<file path="src/rtl/pipe_stage_buf.sv">
// pipe_stage_buf: valid/ready inter-stage pipeline buffer with separate
// control/data payloads, optional skid entry and a saturating stall counter.
// Control reads back as CTRL_NOP and data as zero whenever the buffer is empty.
module pipe_stage_buf #(
  parameter int unsigned       DATA_W   = 32,
  parameter int unsigned       CTRL_W   = 16,
  parameter logic [CTRL_W-1:0] CTRL_NOP = '0,
  parameter int unsigned       SKID     = 1,
  parameter int unsigned       CNT_W    = 16
) (
  input  logic              clk,
  input  logic              rst,
  input  logic              valid_i,
  output logic              ready_o,
  input  logic [CTRL_W-1:0] ctrl_i,
  input  logic [DATA_W-1:0] data_i,
  output logic              valid_o,
  input  logic              ready_i,
  output logic [CTRL_W-1:0] ctrl_o,
  output logic [DATA_W-1:0] data_o,
  input  logic              flush_i,
  output logic [1:0]        occ_o,
  input  logic              clr_cnt_i,
  output logic [CNT_W-1:0]  stall_cnt_o
);

  logic              head_vld_q, head_vld_d;
  logic [CTRL_W-1:0] head_ctrl_q, head_ctrl_d;
  logic [DATA_W-1:0] head_data_q, head_data_d;
  logic              skid_vld_q, skid_vld_d;
  logic [CTRL_W-1:0] skid_ctrl_q, skid_ctrl_d;
  logic [DATA_W-1:0] skid_data_q, skid_data_d;
  logic [CNT_W-1:0]  cnt_q, cnt_d;
  logic              push, pop;

  assign push = valid_i && ready_o;
  assign pop  = head_vld_q && ready_i;

  // Next-state for head/skid entries; flush overrides any push/pop.
  always_comb begin
    head_vld_d  = head_vld_q;
    head_ctrl_d = head_ctrl_q;
    head_data_d = head_data_q;
    skid_vld_d  = skid_vld_q;
    skid_ctrl_d = skid_ctrl_q;
    skid_data_d = skid_data_q;
    if (flush_i) begin
      head_vld_d  = 1'b0;
      head_ctrl_d = CTRL_NOP;
      head_data_d = '0;
      skid_vld_d  = 1'b0;
      skid_ctrl_d = CTRL_NOP;
      skid_data_d = '0;
    end else if (!head_vld_q) begin
      if (push) begin
        head_vld_d  = 1'b1;
        head_ctrl_d = ctrl_i;
        head_data_d = data_i;
      end
    end else if (!skid_vld_q) begin
      if (pop && push) begin
        head_ctrl_d = ctrl_i;
        head_data_d = data_i;
      end else if (pop) begin
        head_vld_d  = 1'b0;
        head_ctrl_d = CTRL_NOP;
        head_data_d = '0;
      end else if (push && (SKID != 0)) begin
        skid_vld_d  = 1'b1;
        skid_ctrl_d = ctrl_i;
        skid_data_d = data_i;
      end
    end else begin
      // Both entries full: ready_o is low, so only a pop can happen.
      if (pop) begin
        head_ctrl_d = skid_ctrl_q;
        head_data_d = skid_data_q;
        skid_vld_d  = 1'b0;
        skid_ctrl_d = CTRL_NOP;
        skid_data_d = '0;
      end
    end
  end

  // Saturating stall counter; clear wins over increment, flush leaves it alone.
  always_comb begin
    cnt_d = cnt_q;
    if (clr_cnt_i) begin
      cnt_d = '0;
    end else if (head_vld_q && !ready_i && (cnt_q != '1)) begin
      cnt_d = cnt_q + CNT_W'(1);
    end
  end

  // Entry storage and stall counter registers.
  always_ff @(posedge clk or posedge rst) begin
    if (rst) begin
      head_vld_q  <= 1'b0;
      head_ctrl_q <= CTRL_NOP;
      head_data_q <= '0;
      skid_vld_q  <= 1'b0;
      skid_ctrl_q <= CTRL_NOP;
      skid_data_q <= '0;
      cnt_q       <= '0;
    end else begin
      head_vld_q  <= head_vld_d;
      head_ctrl_q <= head_ctrl_d;
      head_data_q <= head_data_d;
      skid_vld_q  <= skid_vld_d;
      skid_ctrl_q <= skid_ctrl_d;
      skid_data_q <= skid_data_d;
      cnt_q       <= cnt_d;
    end
  end

  generate
    if (SKID != 0) begin : g_skid_rdy
      logic rdy_q;
      // Registered ready: low exactly when both entries will be occupied.
      always_ff @(posedge clk or posedge rst) begin
        if (rst) begin
          rdy_q <= 1'b1;
        end else begin
          rdy_q <= !(head_vld_d && skid_vld_d);
        end
      end
      assign ready_o = rdy_q;
    end else begin : g_comb_rdy
      assign ready_o = !head_vld_q || ready_i;
    end
  endgenerate

  assign valid_o     = head_vld_q;
  assign ctrl_o      = head_vld_q ? head_ctrl_q : CTRL_NOP;
  assign data_o      = head_vld_q ? head_data_q : '0;
  assign occ_o       = {1'b0, head_vld_q} + {1'b0, skid_vld_q};
  assign stall_cnt_o = cnt_q;

endmodule
</file>
<file path="config.mk">
export PLATFORM = sky130hd
export DESIGN_NAME = pipe_stage_buf
export DESIGN_NICKNAME = d
export VERILOG_FILES = /design/src/rtl/pipe_stage_buf.sv
export SDC_FILE = /design/constraint.sdc
export NUM_CORES = 1
export LEC_CHECK = 0
export CAP_MARGIN = 15
export CORE_MARGIN = 3
export CORE_UTILIZATION = 56
export DETAILED_ROUTE_END_ITERATION = 10
export DONT_BUFFER_PORTS = 1
export GPL_TIMING_DRIVEN = 0
export PLACE_DENSITY = 0.79
export SKIP_LAST_GASP = 1
export SYNTH_ARGS = -nofsm -noshare
export SYNTH_HDL_FRONTEND = slang
export SYNTH_SLANG_ARGS = --single-unit
</file>
<file path="constraint.sdc">
create_clock -name clk -period 4.5 [get_ports clk]
set_clock_uncertainty 0.05 [all_clocks]
set_input_delay 0.9 -clock clk [delete_from_list [all_inputs] [get_ports clk]]
set_output_delay 0.9 -clock clk [all_outputs]
set_load 0.02 [all_outputs]
</file>
Word level (Yosys, flattened, before mapping)
Index checks and enable logic that the tools add are counted.
{ "op_classes": {"addsub": 2, "n_eq_ne": 6, "n_mux": 39, "n_reduce_logical": 14} }
{ "ops": {"columns": ["cell", "count"], "rows": [
  ["$mux 32", 13],
  ["$mux 16", 15],
  ["$add 16x1->16 const B", 1],
  ["$ne 16x16->1 const B", 1],
  ["$mux 1", 11],
  ["$logic_and 1x1->1", 6],
  ["$ne 3x3->1 const B", 2],
  ["$reduce_bool 3->1", 2],
  ["$reduce_and 5->1", 1],
  ["$ne 4x2->1 const B", 1],
  ["$ne 4x3->1 const B", 1],
  ["$reduce_bool 2->1", 2],
  ["$ne 3x2->1 const B", 1],
  ["$reduce_and 3->1", 1],
  ["$add 1x1->2", 1],
  ["$logic_not 1->1", 2]
]} }
{ "totals": {"ff_bits": 115, "in_bits": 54, "output_inout_bits": 68, "elab_cells": 69} }

Logic depth before layout (Yosys ltp)
Gate-level depths: netlist of run 1.
{ "logic_depth": {"word_depth": 9, "mapped_depth": 6, "ltp_nobuf": 5} }

Least setup slack after synthesis of run 1
OpenSTA, ideal clock, no wires.
{ "synth_timing": {"kind": "input to register", "startpoint": "input ready_i", "endpoint": "register cnt_q[9], in the netlist stall_cnt_o[9]", "setup_time_ns": 0.078, "t_arrival_ns": 2.086, "t_required_ns": 4.372, "slack_ns": 2.286, "stages": 5, "path_buffers": 1, "cell_sequence": "nand2b_1 or2_0 buf_2 or4_1 a21oi_1"} }
{ "synth_between": {"elab_chain_cells": 4} }
{ "synth_rtl": {"columns": ["element", "line_no", "text"], "rows": [
  ["start, declared", "18", "input logic ready_i,"],
  ["$logic_not 1->1", "90", "end else if (head_vld_q && !ready_i && (cnt_q != '1)) begin"],
  ["$logic_and 1x1->1 (2 in a row)", "90", null],
  ["$reduce_bool 2->1 (no source line)", null, null],
  ["end signal, assigned", "112", "cnt_q <= cnt_d;"],
  ["end, declared", "33", "logic [CNT_W-1:0] cnt_q, cnt_d;"]
]} }
No other way between the ends.
A chain may end at the register's enable or synchronous reset.

Final worst setup path of run 1
{ "layout_timing": {"startpoint": "register head_vld_q, in the netlist valid_o", "endpoint": "output data_o[0]"} }
{ "layout_between": {"elab_chain_cells": 1} }
{ "layout_rtl": {"columns": ["element", "line_no", "text"], "rows": [
  ["start, declared", "27", "logic head_vld_q, head_vld_d;"],
  ["start signal, assigned", "106", "head_vld_q <= head_vld_d;"],
  ["$mux 32", "135", "assign data_o = head_vld_q ? head_data_q : '0;"],
  ["end, declared", "20", "output logic [DATA_W-1:0] data_o,"]
]} }
No other way between the ends.

==> impl_metrics.tcl, run 1 <==
set metrics [dict create \
    final_area_mm2 0.00592 \
    drive_gt1_share_pct 9.81 \
    crit_required_ps 3550 \
    synth_fp_nets 502 \
    port_buffers 0 \
    start_util_pct 58.3 \
    worst_setup_path_end_kind "primary output" \
    clockBufferDepth 2 \
    reg2regPathDepth 5 \
    fillCellCount 663 \
    yosysTopAreaCell "dfrtp_1" \
    relSlewSlack_pct 52.6 \
    synthCells 446 \
    num_rows 34 \
    syn_area_per_cell_um2 11.5 \
    slew_violations 0 \
    cts_inserted_buffers 17 \
    most-common-layout-cells "dfrtp_1 (114), and2_1 (50), a22oi_1 (48), o2bb2ai_1 (48), a22o_1 (48)" \
    grt_use_total_pct 25.9 \
    synth_area_leaders "dfrtp_1 (56%), a22o_1 (8.2%), o2bb2ai_1 (8.2%)" \
    grt_max_degree 62 \
    ant_nets 0 \
    nets 522 \
    io_pins 122 \
    maxCapViolCount 0 \
    wire_per_inst_um 22.1 \
    grt_pass1_vias 3980 \
    area_growth_syn_to_layout_pct 15.3 \
    path_clk_slew_ps 60 \
    insertion_delay_ps 500 \
    rsz0062_at_grt "no" \
    grt_remaining_overflow 0 \
    num_vias 3914 \
    cts_tree "yes" \
    hold_class "in -> async" \
    post_cts.repair.setup_buffers 0 \
    cp_cell_sequence "buf_2 > clkbuf_1 > and2_1" \
    utilization_pct 67.2 \
    critPathMaxStageDelay_ps 580 \
    synth_cell_types 41 \
    syn-cell-area_mm2 0.00513 \
    synth_edf_count 0 \
    final_common_cell "dfrtp_1" \
    start_kind "flop" \
    timing.final.ws_setup_ps 1410 \
    leakage_uw 0.00255 \
    cts_resized 0 \
    grt_pass1_wl_um 20800 \
    ys_seq_area_share_pct 56.1 \
    period_share_pct 68.7 \
    drtPass1Iterations 5 \
    detail_route.wirelength_um 13000 \
    worst_pin_slew_ps 711 \
    drc 0 \
    async_flop_share_pct 100 \
    final.setup.tns_ps 0 \
    clockRootBuffer "clkbuf_8" \
    multiInputGateArea_mm2 0.00208 \
    arrival_ps 2140 \
    die_height_um 102 \
    cts.sinks 115 \
    yosys_warnings 0 \
    ctsHoldBuffers 0 \
    cts_htree_levels 4 \
    antenna_found_initial 0 \
    dieArea_mm2 0.0104 \
    ys_ff_latch 115 \
    dp_hpwl_um 8620 \
    fmax_mhz 323 \
    gp_congestion 0.843 \
    num_antenna_cells 0 \
    coreArea_mm2 0.00881 \
    finalSetupViolCount 0 \
    power_uw 2700 \
    worstPathMaxFanout 10 \
    ir_drop_mv 0.277 \
    drtIter0Drc 262 \
    yosysTopAreaCellShare_pct 55.6 \
    period_needed_ps 3090 \
    powerDensity_mw_per_mm2 456 \
    critPathSlowestCell "dfrtp_1" \
    status "completed" \
    place_ws_ps 1810 \
    hold_violations 0 \
    avgViaCountPerCell 6.67 \
    die_x_um 102 \
    synth_flop_cell "dfrtp_1" \
    seq_area_mm2 0.00288 \
    path_class "reg -> out" \
    dpl_cell_area_mm2 0.00530 \
]
cell usage after synthesis (4+ instances only):
| cell type | instances |
|---|---|
| o2bb2ai_1 | 48 |
| clkbuf_1 | 26 |
| inv_1 | 4 |
| dfrtp_1 | 114 |
| nor2_1 | 6 |
| buf_1 | 4 |
| and2_1 | 50 |
| o21ai_0 | 9 |
| nand4_1 | 5 |
| a22oi_1 | 48 |
| a22o_1 | 48 |
| a31oi_1 | 4 |
| nand2b_1 | 4 |
| nand2_1 | 11 |
| buf_2 | 9 |
| or3_1 | 7 |
| nand3_1 | 5 |
| a21oi_1 | 13 |
path summary, 6_finish.rpt:
check	slack, ps	start	to
worst max-delay path	1410	valid_o	data_o[0]
worst max register to register	2150	valid_o	skid_data_q[1]
worst min-delay path	330	rst	skid_data_q[27]
worst min register to register	430	head_data_q[8]	head_data_q[8]
max in group asynchronous	3340	rst	head_data_q[2]
min in group clk	410	flush_i	valid_o
state kept, by name, summed over array words and instances (netlist names):
register,cells
head_data_q,32
skid_data_q,32
head_ctrl_q,16
skid_ctrl_q,16
stall_cnt_o,16
ready_o,1
skid_vld_q,1
valid_o,1
cells by family (layout without fill, tap and decap cells):
family	count (synthesis)	after routing	share of synthesized area [%]
AOI/OAI and AO/OA	180	180	27.5
and+or+nand+nor	104	104	12.2
DFF	115	115	56.1
xor gates and xnor gates	1	1	0.171
buffers and inverters	43	76	3.36
adders and majority gates	2	2	0.487
muxes	1	1	0.219
worst max-delay path: cells and delay by family (launching register included):
| kind | cells | cell delay [ps] |
|---|---|---|
| buffers and inverters | 2 | 690 |
| AND/OR/NAND/NOR | 1 | 360 |
| flip-flops | 1 | 580 |
power breakdown:
part           switching [uW]  internal, uW  leakage, uW  total [uW]
Combinational             131          63.0     0.000684         194
Sequential               27.3          1080      0.00157        1100
Clock                     497           906     0.000296        1400
Total                     655          2050      0.00255        2700
area by class of cell:
| class | instances | area share, % |
|---|---|---|
| Buffer | 39 | 2.66 |
| Clock buffer | 18 | 7.06 |
| Clock inverter | 14 | 3.40 |
| Inverter | 4 | 0.296 |
| Multi-Input combinational cell | 288 | 35.2 |
| Sequential cell | 115 | 48.6 |
| Tap cell | 108 | 2.28 |
| Timing Repair Buffer | 1 | 0.465 |
layer usage:
layer / routed length [um] / part of all wire [%] / GRT usage (%) / vias to the layer above
li1: - / - / - / 1755
met4: 158 / 1.2 / 8.79 / 0
met2: 6160 / 47 / 40.1 / 147
met5: 0 / 0 / 0 / -
met1: 5600 / 43 / 35.2 / 1998
met3: 1070 / 8.2 / 7.51 / 14
metrics by stage:
stage / cells / hold slack (ps)
after floorplan: 446 / 398
after global placement: 554 / 413
after detailed placement: 555 / 416
after CTS: 587 / 340
after global routing: 587 / 368
final: 587 / 329
No activity file was read; power rests on OpenSTA's default activity.
==> run 2: changes to the inputs <==
- ABC_AREA: default -> 1
- PLACE_DENSITY: 0.79 -> 0.82
- clock period: 4.5 -> 2.5 ns (I/O delays scaled with it)
==> impl_metrics.tcl, run 2 <==
set metrics [dict create \
    synth_area_leaders "dfrtp_1 (45%), nand2_1 (18%), inv_1 (6.4%)" \
    yosys_warnings 0 \
    post_cts.repair.setup_buffers 0 \
    utilization_pct 65.1 \
    path_clk_slew_ps 50 \
    avgViaCountPerCell 5.67 \
    dieArea_mm2 0.0127 \
    period_share_pct 96.7 \
    final.setup.tns_ps 0 \
    final_area_mm2 0.00715 \
    port_buffers 0 \
    synth_mux_area_share_pct 0 \
    syn-cell-area_mm2 0.00636 \
    cts_inserted_buffers 17 \
    grt_remaining_overflow 0 \
    io_pins 122 \
    cts_resized 8 \
    grt_pass1_wl_um 27400 \
    leakage_uw 0.00386 \
    synthCells 860 \
    syn_area_per_cell_um2 7.39 \
    synth_flop_cell "dfrtp_1" \
    cts_htree_levels 4 \
    coreArea_mm2 0.0110 \
    insertion_delay_ps 420 \
    worstPathMaxFanout 10 \
    cts.sinks 115 \
    ant_nets 0 \
    yosys.area_share.adder_pct 0.394 \
    ir_drop_mv 0.506 \
    gp_congestion 0.874 \
    synth_xor_area_share_pct 0.551 \
    clockRootBuffer "clkbuf_16" \
    power.share.switching_pct 28.0 \
    num_vias 5871 \
    area_growth_syn_to_layout_pct 12.5 \
    clockBufferDepth 2 \
    start_util_pct 57.9 \
    powerDensity_mw_per_mm2 696 \
    most-common-layout-cells "nand2_1 (309), dfrtp_1 (113), inv_1 (107)" \
    yosys.area_share.simple_pct 26.6 \
    dpl_cell_area_mm2 0.00660 \
    fillCellCount 929 \
    async_flop_share_pct 100 \
    power_switching_uw 1390 \
    hold_class "in -> async" \
    yosysTopAreaCell "dfrtp_1" \
    die_x_um 113 \
    final_common_cell "nand2_1" \
    drc 0 \
    synth_commonest_cells "nand2_1 (309), dfrtp_1 (114), inv_1 (108)" \
    power_report.internal_total_uw 3590 \
    finalSetupViolCount 0 \
    num_antenna_cells 0 \
    nets 938 \
    pwr-share-clk_pct 44.6 \
    biggestRegsByFlops "head_data_q (32), skid_data_q (32)" \
    die_height_um 113 \
    wire_per_inst_um 16.2 \
    grt_pass1_vias 5538 \
    worst_setup_path_end_kind "primary output" \
    synth_top_family_by_area "simple AND/OR/NAND/NOR gates" \
    ctsHoldBuffers 0 \
    path_class "reg -> out" \
    period_needed_ps 2420 \
    slew_violations 0 \
    grt_use_total_pct 27.2 \
    synth-compound-area-share_pct 16.1 \
    combPwrFrac_pct 14.4 \
    num_rows 38 \
    crit_required_ps 1950 \
    status "completed" \
    start_kind "flop" \
    maxCapViolCount 0 \
    detail_route.wirelength_um 16800 \
    ys_seq_area_share_pct 45.3 \
    drtPass1Iterations 5 \
    grt_max_degree 35 \
    yosysMostFrequentCell "nand2_1" \
    antenna_found_initial 0 \
    synth_cell_types 33 \
    relSlewSlack_pct 49.7 \
    fmax_mhz 414 \
    drtIter0Drc 626 \
    arrival_ps 1870 \
    drive_gt1_share_pct 9.05 \
    dp_hpwl_um 11700 \
    synth_edf_count 0 \
    synth_fp_nets 916 \
    hold_violations 0 \
    yosysTopAreaCellShare_pct 44.9 \
    ys_ff_latch 115 \
    worst_pin_slew_ps 753 \
    cts_tree "yes" \
    rsz0062_at_grt "no" \
    p_seq_share_pct 41.1 \
]
[run 2: logic make-up after synthesis]
kind of cell | count (synthesis)
AND/OR/NAND/NOR | 416
buffers and inverters | 173
AO/OA/AOI/OAI | 150
flip-flops | 115
XOR/XNOR | 4
adder cells (fa/ha/maj) | 2
[run 2: path summary, 6_finish.rpt]
| kind | start | to | slack [ps] | cells past startpoint |
|---|---|---|---|---|
| min reg2reg | skid_data_q[14] | skid_data_q[14] | 420 | 2 |
| max | valid_o | data_o[29] | 80 | 5 |
| min in group clk | clr_cnt_i | stall_cnt_o[13] | 200 | 3 |
| min | rst | head_data_q[27] | 20 | 1 |
| max reg2reg | stall_cnt_o[0] | stall_cnt_o[13] | 460 | 9 |
| max in group asynchronous | rst | head_ctrl_q[11] | 1590 | 3 |
[run 2: metrics by stage]
stage               setup slack [ps]  total power [uW]  hold slack (ps)  std cells
floorplan                        519              2590              397        860
global placement               -78.7              2740              410       1000
detailed placement             -24.3              2770              415       1003
CTS                             64.0              4990             31.3       1035
global route                    2.10              5200             66.5       1035
finish                          82.9              4980             23.1       1035
[run 2: layout make-up]
cell class                      count  area [um^2]  area share, %
Buffer                             58          293           4.09
Inverter                          115          435           6.09
Clock inverter                      7         60.1          0.840
Clock buffer                       25          475           6.65
Multi-Input combinational cell    572         2770           38.8
Sequential cell                   115         2880           40.3
Timing Repair Buffer                3         60.1          0.840
Tap cell                          140          175           2.45
[run 2: power groups by stage]
stage | clock network [uW] | registers, uW | logic (uW)
finish | 2220 | 2040 | 715
global placement | 0 | 2070 | 674
CTS | 2240 | 2040 | 707
detailed placement | 0 | 2070 | 698
floorplan | 0 | 2060 | 536
global route | 2340 | 2050 | 799
[run 2: critical path, cell delays in order, from the launching register on]
cell,delay (ps)
dfrtp_2,470
buf_4,200
clkbuf_2,250
clkbuf_4,260
nand2_1,100
inv_1,160
[run 2: layer usage]
| layer | wire length, um | up-vias | global-route usage (%) |
|---|---|---|---|
| li1 | - | 2841 | - |
| met1 | 7260 | 2756 | 36.8 |
| met2 | 7890 | 245 | 41.5 |
| met3 | 1330 | 29 | 7.98 |
| met4 | 314 | 0 | 10.1 |
| met5 | 0 | - | 0 |
